==> config.mk <==
export PLATFORM = sky130hd
export DESIGN_NAME = jtopl_wrctl_flat
export DESIGN_NICKNAME = d
export VERILOG_FILES = /design/src/rtl/jtopl_wrctl_if.sv /design/src/rtl/jtopl_wrctl.sv /design/src/flat_wrapper.sv
export SDC_FILE = /design/constraint.sdc
export NUM_CORES = 1
export LEC_CHECK = 0
export ABC_AREA = 1
export CAP_MARGIN = 25
export CORE_MARGIN = 1.5
export CORE_UTILIZATION = 35
export DETAILED_ROUTE_END_ITERATION = 10
export GPL_TIMING_DRIVEN = 0
export SLEW_MARGIN = 20
export SYNTH_ARGS = -nofsm -noshare
export SYNTH_HDL_FRONTEND = slang
export SYNTH_SLANG_ARGS = --single-unit
==> constraint.sdc <==
create_clock -name clk -period 1.95 [get_ports clk]
set_clock_uncertainty 0.15 [all_clocks]
set_input_delay 0.39 -clock clk [delete_from_list [all_inputs] [get_ports clk]]
set_output_delay 0.39 -clock clk [all_outputs]
set_load 0.03 [all_outputs]
==> src/rtl/jtopl_wrctl_if.sv <==
// Host-write bus between the CPU side and the OPL write scheduler.
//   cpu_din/cpu_addr/cpu_we : host write (cpu_addr 0 = address port, 1 = data port)
//   busy, wr_drop           : scheduler status back to the host
//   reg_din, reg_write      : data and accept pulse for the register file
//   sel_group, sel_sub      : target slot selection held during the update
//   up_*                    : one-hot update strobes
//   latch_fnum              : F-number low byte captured with 0xB0-0xB8 writes
interface jtopl_wrctl_if;
  logic [7:0] cpu_din;
  logic       cpu_addr;
  logic       cpu_we;
  logic       busy;
  logic       wr_drop;
  logic [7:0] reg_din;
  logic       reg_write;
  logic [1:0] sel_group;
  logic [2:0] sel_sub;
  logic       up_mult;
  logic       up_ksl_tl;
  logic       up_ar_dr;
  logic       up_sl_rr;
  logic       up_fnum;
  logic       up_fbcon;
  logic [7:0] latch_fnum;

  modport master (
    output cpu_din, cpu_addr, cpu_we,
    input  busy, wr_drop, reg_din, reg_write, sel_group, sel_sub,
    input  up_mult, up_ksl_tl, up_ar_dr, up_sl_rr, up_fnum, up_fbcon, latch_fnum
  );

  modport slave (
    input  cpu_din, cpu_addr, cpu_we,
    output busy, wr_drop, reg_din, reg_write, sel_group, sel_sub,
    output up_mult, up_ksl_tl, up_ar_dr, up_sl_rr, up_fnum, up_fbcon, latch_fnum
  );
endinterface

==> src/rtl/jtopl_wrctl.sv <==
// Host-write scheduler for the OPL register file.
// Latches the address port, decodes data-port writes into group/subslot/strobe and holds
// them for HOLD_CEN cen ticks so the slot rotation reaches the target and the operator
// pipeline absorbs it. Keeps a per-channel F-number low-byte shadow (0xA0-0xA8).
// Ports:
//   clk, rst : clock, synchronous active-high reset
//   cen      : slot-advance enable shared with the register file
//   bus      : host write inputs and scheduler outputs (see jtopl_wrctl_if)
module jtopl_wrctl #(
  parameter int unsigned HOLD_CEN = 21,  // 18-slot rotation plus 3 pipeline stages
  parameter int unsigned CNTW     = 5    // 2**CNTW must exceed HOLD_CEN
) (
  input  logic          clk,
  input  logic          rst,
  input  logic          cen,
  jtopl_wrctl_if.slave  bus
);

  typedef enum logic {StIdle, StHold} state_e;

  localparam logic [CNTW-1:0] CntLast = CNTW'(HOLD_CEN - 1);

  state_e          state_q;
  logic [CNTW-1:0] cnt_q;
  logic [7:0]      addr_q;
  logic [7:0]      fnum_lo_q [9];
  logic [7:0]      reg_din_q;
  logic [7:0]      latch_fnum_q;
  logic [1:0]      sel_group_q;
  logic [2:0]      sel_sub_q;
  logic [5:0]      up_q;         // {fbcon, fnum, sl_rr, ar_dr, ksl_tl, mult}
  logic            busy_q;
  logic            wr_drop_q;
  logic            reg_write_q;

  // Decode of the latched address
  logic [4:0] op_off;
  logic [3:0] chan;
  logic       op_ok;
  logic       ch_ok;
  logic [1:0] ch_group;
  logic [2:0] ch_sub;
  logic [5:0] strobe_v;
  logic [1:0] tgt_group;
  logic [2:0] tgt_sub;
  logic       fnum_lo_sel;
  logic       data_wr;
  logic       strobe_req;

  assign op_off = addr_q[4:0];
  assign chan   = addr_q[3:0];
  assign op_ok  = (op_off <= 5'h15) && (op_off[2:0] < 3'd6);
  assign ch_ok  = (chan <= 4'd8);

  always_comb begin
    ch_group = 2'd0;
    ch_sub   = 3'd0;
    case (chan)
      4'd1:    ch_sub = 3'd1;
      4'd2:    ch_sub = 3'd2;
      4'd3:    ch_group = 2'd1;
      4'd4:    begin ch_group = 2'd1; ch_sub = 3'd1; end
      4'd5:    begin ch_group = 2'd1; ch_sub = 3'd2; end
      4'd6:    ch_group = 2'd2;
      4'd7:    begin ch_group = 2'd2; ch_sub = 3'd1; end
      4'd8:    begin ch_group = 2'd2; ch_sub = 3'd2; end
      default: ;
    endcase
  end

  always_comb begin
    strobe_v    = 6'd0;
    tgt_group   = op_off[4:3];
    tgt_sub     = op_off[2:0];
    fnum_lo_sel = 1'b0;
    case (addr_q[7:4])
      4'h2, 4'h3: strobe_v[0] = op_ok && (addr_q[7:5] == 3'b001);
      4'h4, 4'h5: strobe_v[1] = op_ok;
      4'h6, 4'h7: strobe_v[2] = op_ok;
      4'h8, 4'h9: strobe_v[3] = op_ok;
      4'hA:       fnum_lo_sel = ch_ok;
      4'hB:       begin strobe_v[4] = ch_ok; tgt_group = ch_group; tgt_sub = ch_sub; end
      4'hC:       begin strobe_v[5] = ch_ok; tgt_group = ch_group; tgt_sub = ch_sub; end
      default:    ;
    endcase
  end

  assign data_wr    = bus.cpu_we && bus.cpu_addr;
  assign strobe_req = data_wr && (strobe_v != 6'd0);

  always_ff @(posedge clk) begin
    if (rst) begin
      state_q      <= StIdle;
      cnt_q        <= '0;
      addr_q       <= 8'h00;
      for (int i = 0; i < 9; i++) fnum_lo_q[i] <= 8'h00;
      reg_din_q    <= 8'h00;
      latch_fnum_q <= 8'h00;
      sel_group_q  <= 2'd0;
      sel_sub_q    <= 3'd0;
      up_q         <= 6'd0;
      busy_q       <= 1'b0;
      wr_drop_q    <= 1'b0;
      reg_write_q  <= 1'b0;
    end else begin
      wr_drop_q   <= 1'b0;
      reg_write_q <= 1'b0;

      // Address and shadow writes are taken in any state
      if (bus.cpu_we && !bus.cpu_addr) addr_q <= bus.cpu_din;
      if (data_wr && fnum_lo_sel) fnum_lo_q[chan] <= bus.cpu_din;

      case (state_q)
        StIdle: begin
          if (strobe_req) begin
            reg_din_q   <= bus.cpu_din;
            sel_group_q <= tgt_group;
            sel_sub_q   <= tgt_sub;
            up_q        <= strobe_v;
            reg_write_q <= 1'b1;
            busy_q      <= 1'b1;
            if (strobe_v[4]) latch_fnum_q <= fnum_lo_q[chan];
            cnt_q       <= '0;
            state_q     <= StHold;
          end
        end
        StHold: begin
          // Includes the exit clk: the host must see busy low before retrying
          if (strobe_req) wr_drop_q <= 1'b1;
          if (cen) begin
            if (cnt_q == CntLast) begin
              up_q    <= 6'd0;
              busy_q  <= 1'b0;
              cnt_q   <= '0;
              state_q <= StIdle;
            end else begin
              cnt_q <= cnt_q + CNTW'(1);
            end
          end
        end
        default: state_q <= StIdle;
      endcase
    end
  end

  assign bus.busy       = busy_q;
  assign bus.wr_drop    = wr_drop_q;
  assign bus.reg_din    = reg_din_q;
  assign bus.reg_write  = reg_write_q;
  assign bus.sel_group  = sel_group_q;
  assign bus.sel_sub    = sel_sub_q;
  assign bus.up_mult    = up_q[0];
  assign bus.up_ksl_tl  = up_q[1];
  assign bus.up_ar_dr   = up_q[2];
  assign bus.up_sl_rr   = up_q[3];
  assign bus.up_fnum    = up_q[4];
  assign bus.up_fbcon   = up_q[5];
  assign bus.latch_fnum = latch_fnum_q;

endmodule
==> src/flat_wrapper.sv <==
// flat-port wrapper written by rule: the top's interface ports become plain ports
module jtopl_wrctl_flat 
#(
  parameter int unsigned HOLD_CEN = 21,                                            
  parameter int unsigned CNTW     = 5                                   
)
  (clk, rst, cen, bus_cpu_din, bus_cpu_addr, bus_cpu_we, bus_busy, bus_wr_drop, bus_reg_din, bus_reg_write, bus_sel_group, bus_sel_sub, bus_up_mult, bus_up_ksl_tl, bus_up_ar_dr, bus_up_sl_rr, bus_up_fnum, bus_up_fbcon, bus_latch_fnum);
  jtopl_wrctl_if bus_i ();
  input  logic clk;
  input  logic rst;
  input  logic cen;
  input wire logic [$bits(bus_i.cpu_din)-1:0] bus_cpu_din;
  input wire logic [$bits(bus_i.cpu_addr)-1:0] bus_cpu_addr;
  input wire logic [$bits(bus_i.cpu_we)-1:0] bus_cpu_we;
  output wire logic [$bits(bus_i.busy)-1:0] bus_busy;
  output wire logic [$bits(bus_i.wr_drop)-1:0] bus_wr_drop;
  output wire logic [$bits(bus_i.reg_din)-1:0] bus_reg_din;
  output wire logic [$bits(bus_i.reg_write)-1:0] bus_reg_write;
  output wire logic [$bits(bus_i.sel_group)-1:0] bus_sel_group;
  output wire logic [$bits(bus_i.sel_sub)-1:0] bus_sel_sub;
  output wire logic [$bits(bus_i.up_mult)-1:0] bus_up_mult;
  output wire logic [$bits(bus_i.up_ksl_tl)-1:0] bus_up_ksl_tl;
  output wire logic [$bits(bus_i.up_ar_dr)-1:0] bus_up_ar_dr;
  output wire logic [$bits(bus_i.up_sl_rr)-1:0] bus_up_sl_rr;
  output wire logic [$bits(bus_i.up_fnum)-1:0] bus_up_fnum;
  output wire logic [$bits(bus_i.up_fbcon)-1:0] bus_up_fbcon;
  output wire logic [$bits(bus_i.latch_fnum)-1:0] bus_latch_fnum;
  assign bus_i.cpu_din = bus_cpu_din;
  assign bus_i.cpu_addr = bus_cpu_addr;
  assign bus_i.cpu_we = bus_cpu_we;
  assign bus_busy = bus_i.busy;
  assign bus_wr_drop = bus_i.wr_drop;
  assign bus_reg_din = bus_i.reg_din;
  assign bus_reg_write = bus_i.reg_write;
  assign bus_sel_group = bus_i.sel_group;
  assign bus_sel_sub = bus_i.sel_sub;
  assign bus_up_mult = bus_i.up_mult;
  assign bus_up_ksl_tl = bus_i.up_ksl_tl;
  assign bus_up_ar_dr = bus_i.up_ar_dr;
  assign bus_up_sl_rr = bus_i.up_sl_rr;
  assign bus_up_fnum = bus_i.up_fnum;
  assign bus_up_fbcon = bus_i.up_fbcon;
  assign bus_latch_fnum = bus_i.latch_fnum;
  jtopl_wrctl #(.HOLD_CEN(HOLD_CEN), .CNTW(CNTW)) u_core (.clk(clk), .rst(rst), .cen(cen), .bus(bus_i));
endmodule
==> results.toml, run 1 <==
[flow_run]
max_cap_viol_count = 0

[place]
hpwlAfterDp_um = 12900
gp_congestion = 0.873
io_buffers = 41

[worst_setup_path]
path_class = "flop to flop"
worstPathArrival_ps = 2060
path_max_fanout = 6
reg2reg_from = "u_core.addr_q[1]$_SDFFE_PP0P_"
critPathLaunch = "u_core.addr_q[1]$_SDFFE_PP0P_"
required_ps = 2090
crit_path_start_kind = "flop"
cp-end-kind = "flop"

[sta]
setup_viol = 0
rsz0062_at_grt = "true"
slew_headroom_pct = 61.1
drv_slew = 0
fmax_ghz = 0.518
period_share_pct = 98.9
min_period_ps = 1930
setup-tns-final_ps = 0
finalHoldViolCount = 0
worstMarginPinSlew_ps = 584

[clocking]
clock-sinks = 172
cts_root_buf = "clkbuf_16"
cts_inserted_buffers = 17
clk_latency_ps = 450
clk_pin_slew_ps = 70
cts-htree-levels = 4
cts_buffer_depth = 2
ctsHoldBuffers = 0
cts_tree = "built"

[floorplanning]
die_width_um = 147
ios = 43
die_area_um2 = 21600
die_y_um = 147
core_area_um2 = 20300
rows = 52
initial_core_util_pct = 35.7

[route]
postRouteAntennaNets = 0
vias = 5495
drt_first_iter_violations = 452
detail_route.wl_per_cell_um = 16.6
wl_um = 19000
drc = 0
drtPass1Iterations = 5
post_drt_via_cell_ratio = 4.81

[layout]
layout-drive-gt1-share_pct = 13.4
num-nets-final = 874
synthToLayoutAreaGrowth_pct = 25.3
most-common-layout-cells = "nand2_1, edfxtp_1, nor2_1, conb_1, nand4_1"
final_common_cell = "nand2_1"
diodes = 0

[power]
switching_power_mw = 2.06
seqPwrFrac_pct = 51.4
total_power_mw = 8.12
leakage_nw = 3.73
sw_frac_of_total_pct = 25.3
ir_drop_v = 0.000614
pwr-share-clk_pct = 40.2
p_comb_share_pct = 8.4
intPower_mw = 6.07
p_per_area_nw_per_um2 = 894

[synthesis]
synth.yosys.seq_area_share_pct = 65.2
syn_inst = 736
syn_area_per_cell_um2 = 9.85
synth_area_um2 = 7250
netlist-cell-type-count = 30
ys_ff_latch = 172
ys_warn_count = 0

[min_path]
hold_start = "rst"
hold_path.class = "input pin to flop"

[run_status]
status = "complete, no violations"

[grt]
antenna_found_initial = 0
grt_start_max_net_pins = 17
track_usage_pct = 18.6
grt_pass1_vias = 5349
grt_pass1_wl_um = 29400
overflow = 0
-- worst max-delay path, cell delays in order (launching register included) --
cell and delay (ps):
dfxtp_4 370, nor2_4 170, inv_2 80, o21ai_4 170, inv_2 90, nor2_4 130, buf_12 150, nand4_4 170
buf_4 200, nor2_1 90
-- cell type report --
type / count / area, µm²
plain buffers: 27 / 195
clock buffers: 17 / 425
clock inverters: 15 / 138
fillers: 2002 / 11200
inverters: 53 / 205
multi-input cells: 538 / 2590
flip-flops and latches: 172 / 4740
well taps: 270 / 338
repair buffers: 50 / 454
-- sequential cells by signal, indices dropped and copies added, names as in the netlist --
register and cells:
u_core.bus.latch_fnum 8, u_core.bus.wr_drop 1, u_core.state_q 1, u_core.bus.reg_din 8, u_core.bus.sel_sub 3, u_core.fnum_lo_q 128, u_core.bus.sel_group 2, u_core.bus.reg_write 1
u_core.addr_q 8, u_core.bus.busy 1, u_core.cnt_q 5, u_core.up_q 6
-- power groups by stage --
stage               logic (mW)  clock network (mW)  registers [mW]
global route             0.754                3.44            4.19
global placement         0.638                   0            4.24
CTS                      0.659                3.30            4.17
finish                   0.685                3.27            4.17
detailed placement       0.641                   0            4.25
floorplan                0.362                   0            4.26
-- cell usage after synthesis --
cell      number  area [µm²]
o31ai_1        3        22.5
nor4_2         1        12.5
o21ai_0       22         110
clkinv_1      10        37.5
nand2_1      212         796
nand2_4        1        11.3
nand4_1       46         288
inv_1         40         150
nand3_1       42         210
o21ai_2        2        17.5
buf_4          2        15.0
nand4_4        2        42.5
buf_6          1        11.3
inv_2          3        11.3
o21ai_1        2        10.0
xor2_1         1        8.76
nor3_1         3        15.0
clkbuf_1      14        52.6
buf_2          9        45.0
nor2_4         3        33.8
a21oi_1       25         125
nand3_4        1        17.5
conb_1         1        3.75
buf_1          2        7.51
nor2_1       108         405
dfxtp_1       44         881
edfxtp_1     128        3840
nor2_2         1        6.26
nand2_2        5        31.3
ha_1           2        25.0
-- metrics by stage --
stage	area [µm²]	hold slack, ps	instances	utilization (%)	setup slack, ps
4_1_cts	8940	214	1139	44.1	3.46
3_5_place_dp	8220	314	1102	40.5	-1030
3_3_place_gp	8220	304	1102	40.5	-1020
5_1_grt	9080	224	1142	44.7	-52.7
6_report	9080	214	1142	44.7	20.6
2_1_floorplan	7470	325	791	-	5.82
-- kinds of logic after synthesis --
| group | after synthesis | synth area share [%] |
|---|---|---|
| fa+ha+maj | 2 | 0.345 |
| xor+xnor | 1 | 0.121 |
| buf+inv | 81 | 4.56 |
| other cells | 1 | 0.0517 |
| compound gates | 54 | 3.94 |
| flops | 172 | 65.2 |
| simple gates | 425 | 25.8 |
-- final timing paths --
kind,to,slack (ps),depth (start not counted)
worst max-delay path,u_core.fnum_lo_q[2][7]$_SDFFCE_PN0P_,20,9
worst min-delay path,u_core.bus.reg_din[0]$_SDFFE_PP0P_,210,2
worst max register to register,u_core.fnum_lo_q[2][7]$_SDFFCE_PN0P_,20,9
worst min register to register,u_core.bus.busy$_SDFFE_PP0P_,320,2
-- routing by layer --
layer | wire [µm] | share of wire (%) | global-route usage (%) | vias to the layer above
met3 | 983 | 5.2 | 4.53 | 38
met1 | 8320 | 44 | 24.1 | 2619
li1 | - | - | - | 2692
met4 | 490 | 2.6 | 7.25 | 0
met5 | 0 | 0 | 0 | -
met2 | 9200 | 48 | 30.2 | 146
-- repair_timing --
item,in CTS,in global routing
resized for setup,78,46
setup endpoints to repair,183,108
gates cloned,0,0
buffers inserted,6,3
pin swaps,6,10
No activity file was read; power rests on OpenSTA's default activity.
==> inputs of run 2 (changes only) <==
--- a/config.mk
+++ b/config.mk
@@ -15,3 +15,4 @@
 export SYNTH_ARGS = -nofsm -noshare
 export SYNTH_HDL_FRONTEND = slang
 export SYNTH_SLANG_ARGS = --single-unit
+export TNS_END_PERCENT = 100
==> results of run 2 <==
Final layout, timing and power as in run 1 (identical DEF).
